<file path="config.mk">
export PLATFORM = sky130hd
export DESIGN_NAME = bus_dest_decoder
export DESIGN_NICKNAME = d
export VERILOG_FILES = /design/src/rtl/bus_dest_decoder.sv
export SDC_FILE = /design/constraint.sdc
export NUM_CORES = 1
export LEC_CHECK = 0
export ABC_AREA = 1
export CORE_ASPECT_RATIO = 0.7
export CORE_MARGIN = 3
export CORE_UTILIZATION = 38
export DETAILED_ROUTE_END_ITERATION = 8
export PLACE_DENSITY = 0.75
export SLEW_MARGIN = 20
export SYNTH_ARGS = -nofsm -noshare
export SYNTH_HDL_FRONTEND = slang
export SYNTH_SLANG_ARGS = --single-unit
</file>
<file path="constraint.sdc">
create_clock -name clock -period 1.2 [get_ports clock]
set_input_delay 0.24 -clock clock [delete_from_list [all_inputs] [get_ports clock]]
set_output_delay 0.24 -clock clock [all_outputs]
set_load 0.01 [all_outputs]
</file>
<file path="src/rtl/bus_dest_decoder.sv">
// rtl/bus_dest_decoder.sv - one-hot destination write strobe decoder with transfer handshake
module bus_dest_decoder #(
    parameter int DATA_W = 32,
    parameter int CNT_W  = 16
) (
    input  logic              clock,
    input  logic              clear_n,
    input  logic              req_valid,
    output logic              req_ready,
    input  logic [4:0]        dest_code,
    input  logic [DATA_W-1:0] bus_data,
    output logic [23:0]       dest_en,
    output logic [DATA_W-1:0] dest_data,
    output logic              done,
    output logic              err,
    output logic [CNT_W-1:0]  xfer_count
);

    typedef enum logic [1:0] {
        IDLE   = 2'd0,
        STROBE = 2'd1,
        DONE   = 2'd2,
        ERR    = 2'd3
    } state_t;

    localparam logic [4:0] NUM_DEST = 5'd24;

    state_t state_q;
    state_t state_next;
    // First cycle of ERR is a wait slot so err lands at the same latency as done.
    logic   err_wait_q;
    logic   handshake;
    logic   code_legal;

    assign handshake  = req_valid && req_ready;
    assign code_legal = (dest_code < NUM_DEST);

    // Next-state decode; outputs below are registered from this look-ahead.
    always_comb begin
        state_next = state_q;
        case (state_q)
            IDLE: begin
                if (handshake) begin
                    state_next = code_legal ? STROBE : ERR;
                end
            end
            STROBE:  state_next = DONE;
            DONE:    state_next = IDLE;
            ERR:     state_next = err_wait_q ? ERR : IDLE;
            default: state_next = IDLE;
        endcase
    end

    // State register and all registered outputs; reset aborts any transfer in flight.
    always_ff @(posedge clock) begin
        if (!clear_n) begin
            state_q    <= IDLE;
            err_wait_q <= 1'b0;
            req_ready  <= 1'b1;
            dest_en    <= '0;
            dest_data  <= '0;
            done       <= 1'b0;
            err        <= 1'b0;
            xfer_count <= '0;
        end else begin
            state_q    <= state_next;
            err_wait_q <= (state_q == IDLE) && (state_next == ERR);
            req_ready  <= (state_next == IDLE);
            done       <= (state_next == DONE);
            err        <= (state_q == ERR) && err_wait_q;
            if ((state_q == IDLE) && (state_next == STROBE)) begin
                dest_en   <= 24'd1 << dest_code;
                dest_data <= bus_data;
            end else begin
                dest_en   <= '0;
            end
            if (state_next == DONE) begin
                xfer_count <= xfer_count + 1'b1;
            end
        end
    end

endmodule

</file>
==> results of run 1 <==
power by group:
group	switching, mW	internal (mW)
registers	0.0617	2.68
clock network	0.951	1.17
logic	0.385	0.368
cell usage after synthesis, types with 2 or more instances:
| cell type | count | area, sq um |
|---|---|---|
| a21oi_1 | 39 | 195.2 |
| buf_2 | 3 | 15.01 |
| clkbuf_1 | 11 | 41.29 |
| dfxtp_1 | 78 | 1562 |
| inv_1 | 26 | 97.59 |
| inv_2 | 2 | 7.510 |
| nand2_1 | 98 | 367.9 |
| nand3_1 | 18 | 90.09 |
| nand4_1 | 11 | 68.82 |
| nor2_1 | 43 | 161.4 |
| nor2_2 | 8 | 50.05 |
| nor2_4 | 3 | 33.78 |
| nor3_1 | 5 | 25.02 |
| o21ai_0 | 6 | 30.03 |
cell families (layout without fill, tap and decap cells):
logic type	count (synthesis)	count (layout)	synth area share
AND/OR/NAND/NOR	190	190	0.2962
AO/OA/AOI/OAI	48	48	0.08721
adder cells (fa/ha/maj)	1	1	0.004426
buffers and inverters	43	192	0.05976
flip-flops	78	78	0.5525
flip-flops by register name, indices dropped and copies added (netlist names):
name / count
xfer_count: 16
err: 1
done: 1
dest_en: 24
state_q: 2
err_wait_q: 1
req_ready: 1
dest_data: 32
cell usage in the layout (no fill, tap or decap), types with 6 or more instances in the layout:
| master | instances |
|---|---|
| nand2_1 | 92 |
| dfxtp_1 | 60 |
| a21oi_1 | 39 |
| clkdlybuf4s50_1 | 39 |
| nor2_1 | 36 |
| clkbuf_2 | 33 |
| buf_4 | 30 |
| clkdlybuf4s15_1 | 27 |
| inv_1 | 20 |
| nand3_1 | 13 |
| nor2_2 | 13 |
| nand4_1 | 11 |
| dfxtp_2 | 11 |
| clkbuf_8 | 9 |
| inv_2 | 7 |
| dfxtp_4 | 7 |
| nand3_2 | 6 |
| buf_2 | 6 |
layer usage:
| layer | global-route usage | routed length [um] |
|---|---|---|
| met3 | 0.05834 | 628 |
| met5 | 0 | 0 |
| met1 | 0.2632 | 3869 |
| met4 | 0.06557 | 106 |
| met2 | 0.3143 | 3755 |
critical path, delay by kind of cell (launching register included):
family                 cells  cell delay, ns
buffers and inverters      1            0.09
AND/OR/NAND/NOR            5            0.72
flip-flops                 1            0.37
worst paths after layout:
check	start	end	slack, ns	cells past startpoint
setup / recovery	state_q[0]$_SDFF_PN0_	dest_en[5]$_SDFF_PP0_	-0.04	6
hold / removal	bus_data[1]	dest_data[1]$_SDFFE_PN0P_	0.44	3
setup reg to reg	state_q[0]$_SDFF_PN0_	dest_en[5]$_SDFF_PP0_	-0.04	6
hold reg to reg	dest_data[20]$_SDFFE_PN0P_	dest_data[20]$_SDFFE_PN0P_	0.47	2
through the flow:
stage / hold slack, ns / utilization / instance area, sq um / worst slack [ns] / setup TNS [ns]
6_report: 0.4431 / 0.6377 / 4448 / -0.03769 / -0.09708
5_1_grt: 0.4485 / 0.6377 / 4448 / -0.08100 / -1.785
4_1_cts: 0.4312 / 0.6540 / 4562 / -0.05115 / -0.2074
3_5_place_dp: 0.4549 / 0.6104 / 4258 / -0.4294 / -21.45
3_3_place_gp: 0.4513 / 0.6104 / 4258 / -0.3648 / -20.22
2_1_floorplan: 0.3784 / - / 2838 / 0.004048 / 0
cell type report:
type                       count  area, sq um  area share
multi-input combinational    239         1187      0.2669
clock inverter                 6        85.08     0.01913
clock buffer                  10        127.6     0.02869
tap                           94        117.6     0.02644
sequential                    78         1602      0.3601
timing repair buffer         148         1220      0.2743
inverter                      28        108.9     0.02447
timing repair:
action,CTS,global route
gates resized for setup,161,93
setup endpoints to repair,97,133
pin swaps,9,10
hold endpoints to repair,0,0
buffers inserted,4,1
==> flow_metrics.env, run 1 <==
export IMPL_ys_warnings_count=0
export IMPL_synth_avg_cell_area_sq_um=7.851
export IMPL_holdCritPathClass="in2reg"
export IMPL_slew_violations=0
export IMPL_die_y_um=78.16
export IMPL_layout_nets=545
export IMPL_ys_ff_latch=78
export IMPL_fmax_mhz=808.0
export IMPL_place_gp_congestion=0.8254
export IMPL_endpoint_kind="flip-flop"
export IMPL_die_area_sq_um=8525
export IMPL_async_flop_share=0
export IMPL_ioPinCount=115
export IMPL_cts_buffers=9
export IMPL_clk_pin_slew_worst_paths_ns=0.08
export IMPL_routed_via_density=4.730
export IMPL_ys_seq_area_frac=0.5525
export IMPL_num_fill_cells=602
export IMPL_syn_to_final_growth_pct=57.37
export IMPL_start_util=0.4052
export IMPL_ant_nets=0
export IMPL_fin_skew_ns=0.009121
export IMPL_post_dp_hpwl_um=5964
export IMPL_finalHoldViolCount=0
export IMPL_worstPathRequired_ns=1.48
export IMPL_synth_nets=401
export IMPL_drt_iter0_markers=151
export IMPL_cts_tree="done"
export IMPL_drc=0
export IMPL_synth_edff_count=0
export IMPL_worst_pin_slew_ns=0.2473
export IMPL_start_kind="flip-flop"
export IMPL_critPathMaxFanout=8
export IMPL_fin_crit_sh=1.031
export IMPL_synth_cell_types=23
export IMPL_cts_sinks=78
export IMPL_final_cells=603
export IMPL_synthCells=360
export IMPL_crit_slowest_cell="dfxtp_4"
export IMPL_htreeDepth=3
export IMPL_violations="negative setup slack"
export IMPL_syn_cell_area_sq_um=2826
export IMPL_p_total_mw=5.614
export IMPL_grt_total_usage=0.2000
export IMPL_core_area_sq_um=6975
export IMPL_slew_headroom=0.8346
export IMPL_irDropWorstVdd_mv=0.6751
export IMPL_cp_common_cell="nor2_4"
export IMPL_p_per_area_nw_per_um2=1262
export IMPL_die_x_um=109.1
export IMPL_placed_cells=583
export IMPL_period_minus_slack_ns=1.238
export IMPL_grt_pass1_wl_um=13390
export IMPL_rows=25
export IMPL_synth_ff_type="dfxtp_1"
export IMPL_drive_gt1_frac=0.3026
export IMPL_cap_violations=0
export IMPL_cp_arrival_ns=1.52
export IMPL_wirelength_um=8360
export IMPL_cts_root_buffer="clkbuf_8"
export IMPL_path_cells="nor2_4, nand3_4, inv_2, nand2_2, or2_4, nor2_4"
export IMPL_max_stage_delay_ns=0.37
export IMPL_via_count=2852
export IMPL_postCtsHoldBufs=0
export IMPL_grt_setup_unrepaired="true"
export IMPL_io_buffers=114
export IMPL_outcome="finished, violations left"
export IMPL_firstDrtPassIters=5
export IMPL_critPathKind="reg2reg"
export IMPL_grt_pass1_vias=2749
export IMPL_grt_overflow_total=0
export IMPL_insertion_delay_ns=0.34
export IMPL_wl_per_cell_um=13.86
export IMPL_fin_ws_ns=-0.03769
export IMPL_grt_antenna_before_repair=0
export IMPL_grt_max_degree=33
export IMPL_setup_viol=6
export IMPL_leakage_nw=1.842
export IMPL_antennaDiodeCount=0
export IMPL_cts_path_max_buffers=2
Note: power is estimated with default switching activity, not from simulation.
==> run 2: changes to the inputs <==
--- a/config.mk
+++ b/config.mk
@@ -11,6 +11,7 @@
 export CORE_UTILIZATION = 38
 export DETAILED_ROUTE_END_ITERATION = 8
 export PLACE_DENSITY = 0.75
+export SKIP_CTS_REPAIR_TIMING = 1
 export SLEW_MARGIN = 20
 export SYNTH_ARGS = -nofsm -noshare
 export SYNTH_HDL_FRONTEND = slang
==> flow_metrics.env, run 2 (same netlist as run 1, synthesis figures left out) <==
export IMPL_die_x_um=109.1
export IMPL_cts_buffers=9
export IMPL_fin_skew_ns=0.01165
export IMPL_slew_headroom=0.8085
export IMPL_clk_pin_slew_worst_paths_ns=0.08
export IMPL_place_gp_congestion=0.8254
export IMPL_cp_endpoint="dest_data[28]$_SDFFE_PN0P_"
export IMPL_grt_total_usage=0.1923
export IMPL_via_count=2994
export IMPL_p_per_area_nw_per_um2=1140
export IMPL_rows=25
export IMPL_hold_slack_ns=0.3206
export IMPL_wirelength_um=9771
export IMPL_cts_sinks=78
export IMPL_worst_pin_slew_ns=0.2872
export IMPL_leakage_nw=3.314
export IMPL_core_area_sq_um=6975
export IMPL_cts_path_max_buffers=2
export IMPL_cts_root_buffer="clkbuf_8"
export IMPL_p_clk_frac=0.358
export IMPL_worstPathRequired_ns=1.48
export IMPL_firstDrtPassIters=5
export IMPL_swShare=0.2655
export IMPL_start_kind="flip-flop"
export IMPL_grt_overflow_total=0
export IMPL_regMostFlops="dest_data"
export IMPL_critPathMaxFanout=6
export IMPL_io_buffers=114
export IMPL_r2r_cells=7
export IMPL_layout_nets=551
export IMPL_rr_endpoint="dest_data[28]$_SDFFE_PN0P_"
export IMPL_die_y_um=78.16
export IMPL_final_cell_mix="dlymetal6s2s_1, nand2_1, dfxtp_1, nor2_1, clkdlybuf4s50_1"
export IMPL_grt_antenna_before_repair=0
export IMPL_rrSetupSlack_ns=-0.09
export IMPL_endpoint_kind="flip-flop"
export IMPL_fmax_mhz=774.0
export IMPL_htreeDepth=3
export IMPL_start_util=0.4052
export IMPL_routed_via_density=4.916
export IMPL_antennaDiodeCount=0
export IMPL_wl_per_cell_um=16.04
export IMPL_seqPwrFrac=0.456
export IMPL_grt_pass1_vias=2686
export IMPL_period_minus_slack_ns=1.292
export IMPL_irDropWorstVdd_mv=0.7401
export IMPL_fin_ws_ns=-0.09200
export IMPL_ioPinCount=115
export IMPL_hold_path_depth=4
export IMPL_slew_violations=0
export IMPL_p_sw_mw=1.600
export IMPL_largest_reg_flops=32
export IMPL_tns_ns=-2.286
export IMPL_drt_iter0_markers=145
export IMPL_outcome="finished, violations left"
export IMPL_grt_max_degree=33
export IMPL_utilization=0.7575
export IMPL_ant_nets=0
export IMPL_combPwrFrac=0.186
export IMPL_drive_gt1_frac=0.3282
export IMPL_p_int_mw=4.425
export IMPL_grt_setup_unrepaired="true"
export IMPL_critPathKind="reg2reg"
export IMPL_drc=0
export IMPL_die_area_sq_um=8525
export IMPL_finalHoldViolCount=0
export IMPL_cp_arrival_ns=1.57
export IMPL_cts_tree="done"
export IMPL_r2r_start="state_q[0]$_SDFF_PN0_"
export IMPL_crit_start="state_q[0]$_SDFF_PN0_"
export IMPL_setup_viol=49
export IMPL_insertion_delay_ns=0.35
export IMPL_grt_pass1_wl_um=12930
export IMPL_fin_crit_sh=1.077
export IMPL_violations="negative setup slack"
export IMPL_cap_violations=0
export IMPL_largest_registers="dest_data (32), dest_en (24), xfer_count (16)"
export IMPL_post_dp_hpwl_um=5964
export IMPL_p_total_mw=6.025
export IMPL_layout_cells_most_common="dlymetal6s2s_1"
export IMPL_syn_to_final_growth_pct=86.94
export IMPL_holdCritPathClass="in2reg"
[run 2: power groups by stage]
stage	Combinational, mW	Clock, mW	Sequential, mW
after floorplan	0.284	0	2.85
after CTS	0.784	2.16	2.75
final	1.12	2.16	2.75
after detailed placement	0.779	0	2.81
after global placement	0.768	0	2.80
after global routing	1.19	2.28	2.76
[run 2: worst min path at each step]
stage | from | endpoint | slack (ns)
detailed placement | dest_data[20]$_SDFFE_PN0P_ | dest_data[20]$_SDFFE_PN0P_ | 0.45
CTS | bus_data[5] | dest_data[5]$_SDFFE_PN0P_ | 0.43
finish | dest_code[4] | err_wait_q$_SDFF_PN0_ | 0.32
floorplan | clear_n | xfer_count[5]$_SDFFE_PN0P_ | 0.38
global route | dest_code[3] | err_wait_q$_SDFF_PN0_ | 0.33
global placement | dest_data[12]$_SDFFE_PN0P_ | dest_data[12]$_SDFFE_PN0P_ | 0.45
[run 2: per-layer routing]
metal  vias up  routed length [um]  part of all wire  track usage
met5         -                   0                 0            0
met1      1407                4248              0.43       0.2564
li1       1449                   -                 -            -
met4         0                 202             0.021      0.06305
met3        24                 707             0.072      0.05916
met2       114                4612              0.47       0.2960
[run 2: cell type report]
cell class,instances,area [sq um]
multi-input cells,239,1505
flip-flops and latches,78,1585
fillers,465,1692
repair buffers,154,1750
clock buffers,10,127.6
well taps,94,117.6
clock inverters,6,85.08
inverters,28,112.6
[run 2: critical path, stage by stage, from the launching register on]
cell	delay [ns]
dfxtp_4	0.37
nor2_4	0.16
nand3_4	0.12
clkinv_4	0.09
buf_12	0.13
buf_12	0.13
nand2_1	0.08
a21oi_2	0.14
[run 2: through the flow]
stage	instances	setup slack (ns)	cell area [sq um]
5_1_grt	609	-0.1715	5284
4_1_cts	599	-0.4053	4471
2_1_floorplan	360	0.004048	2838
6_report	609	-0.09200	5284
3_3_place_gp	583	-0.3648	4258
3_5_place_dp	583	-0.4294	4258
==> run 3: changes to the inputs <==
--- a/config.mk
+++ b/config.mk
@@ -11,6 +11,7 @@
 export CORE_UTILIZATION = 38
 export DETAILED_ROUTE_END_ITERATION = 8
 export PLACE_DENSITY = 0.75
+export RECOVER_POWER = 25
 export SKIP_CTS_REPAIR_TIMING = 1
 export SLEW_MARGIN = 20
 export SYNTH_ARGS = -nofsm -noshare
==> results of run 3 <==
Same layout as run 2: the final DEF is identical, and so are final timing and power.
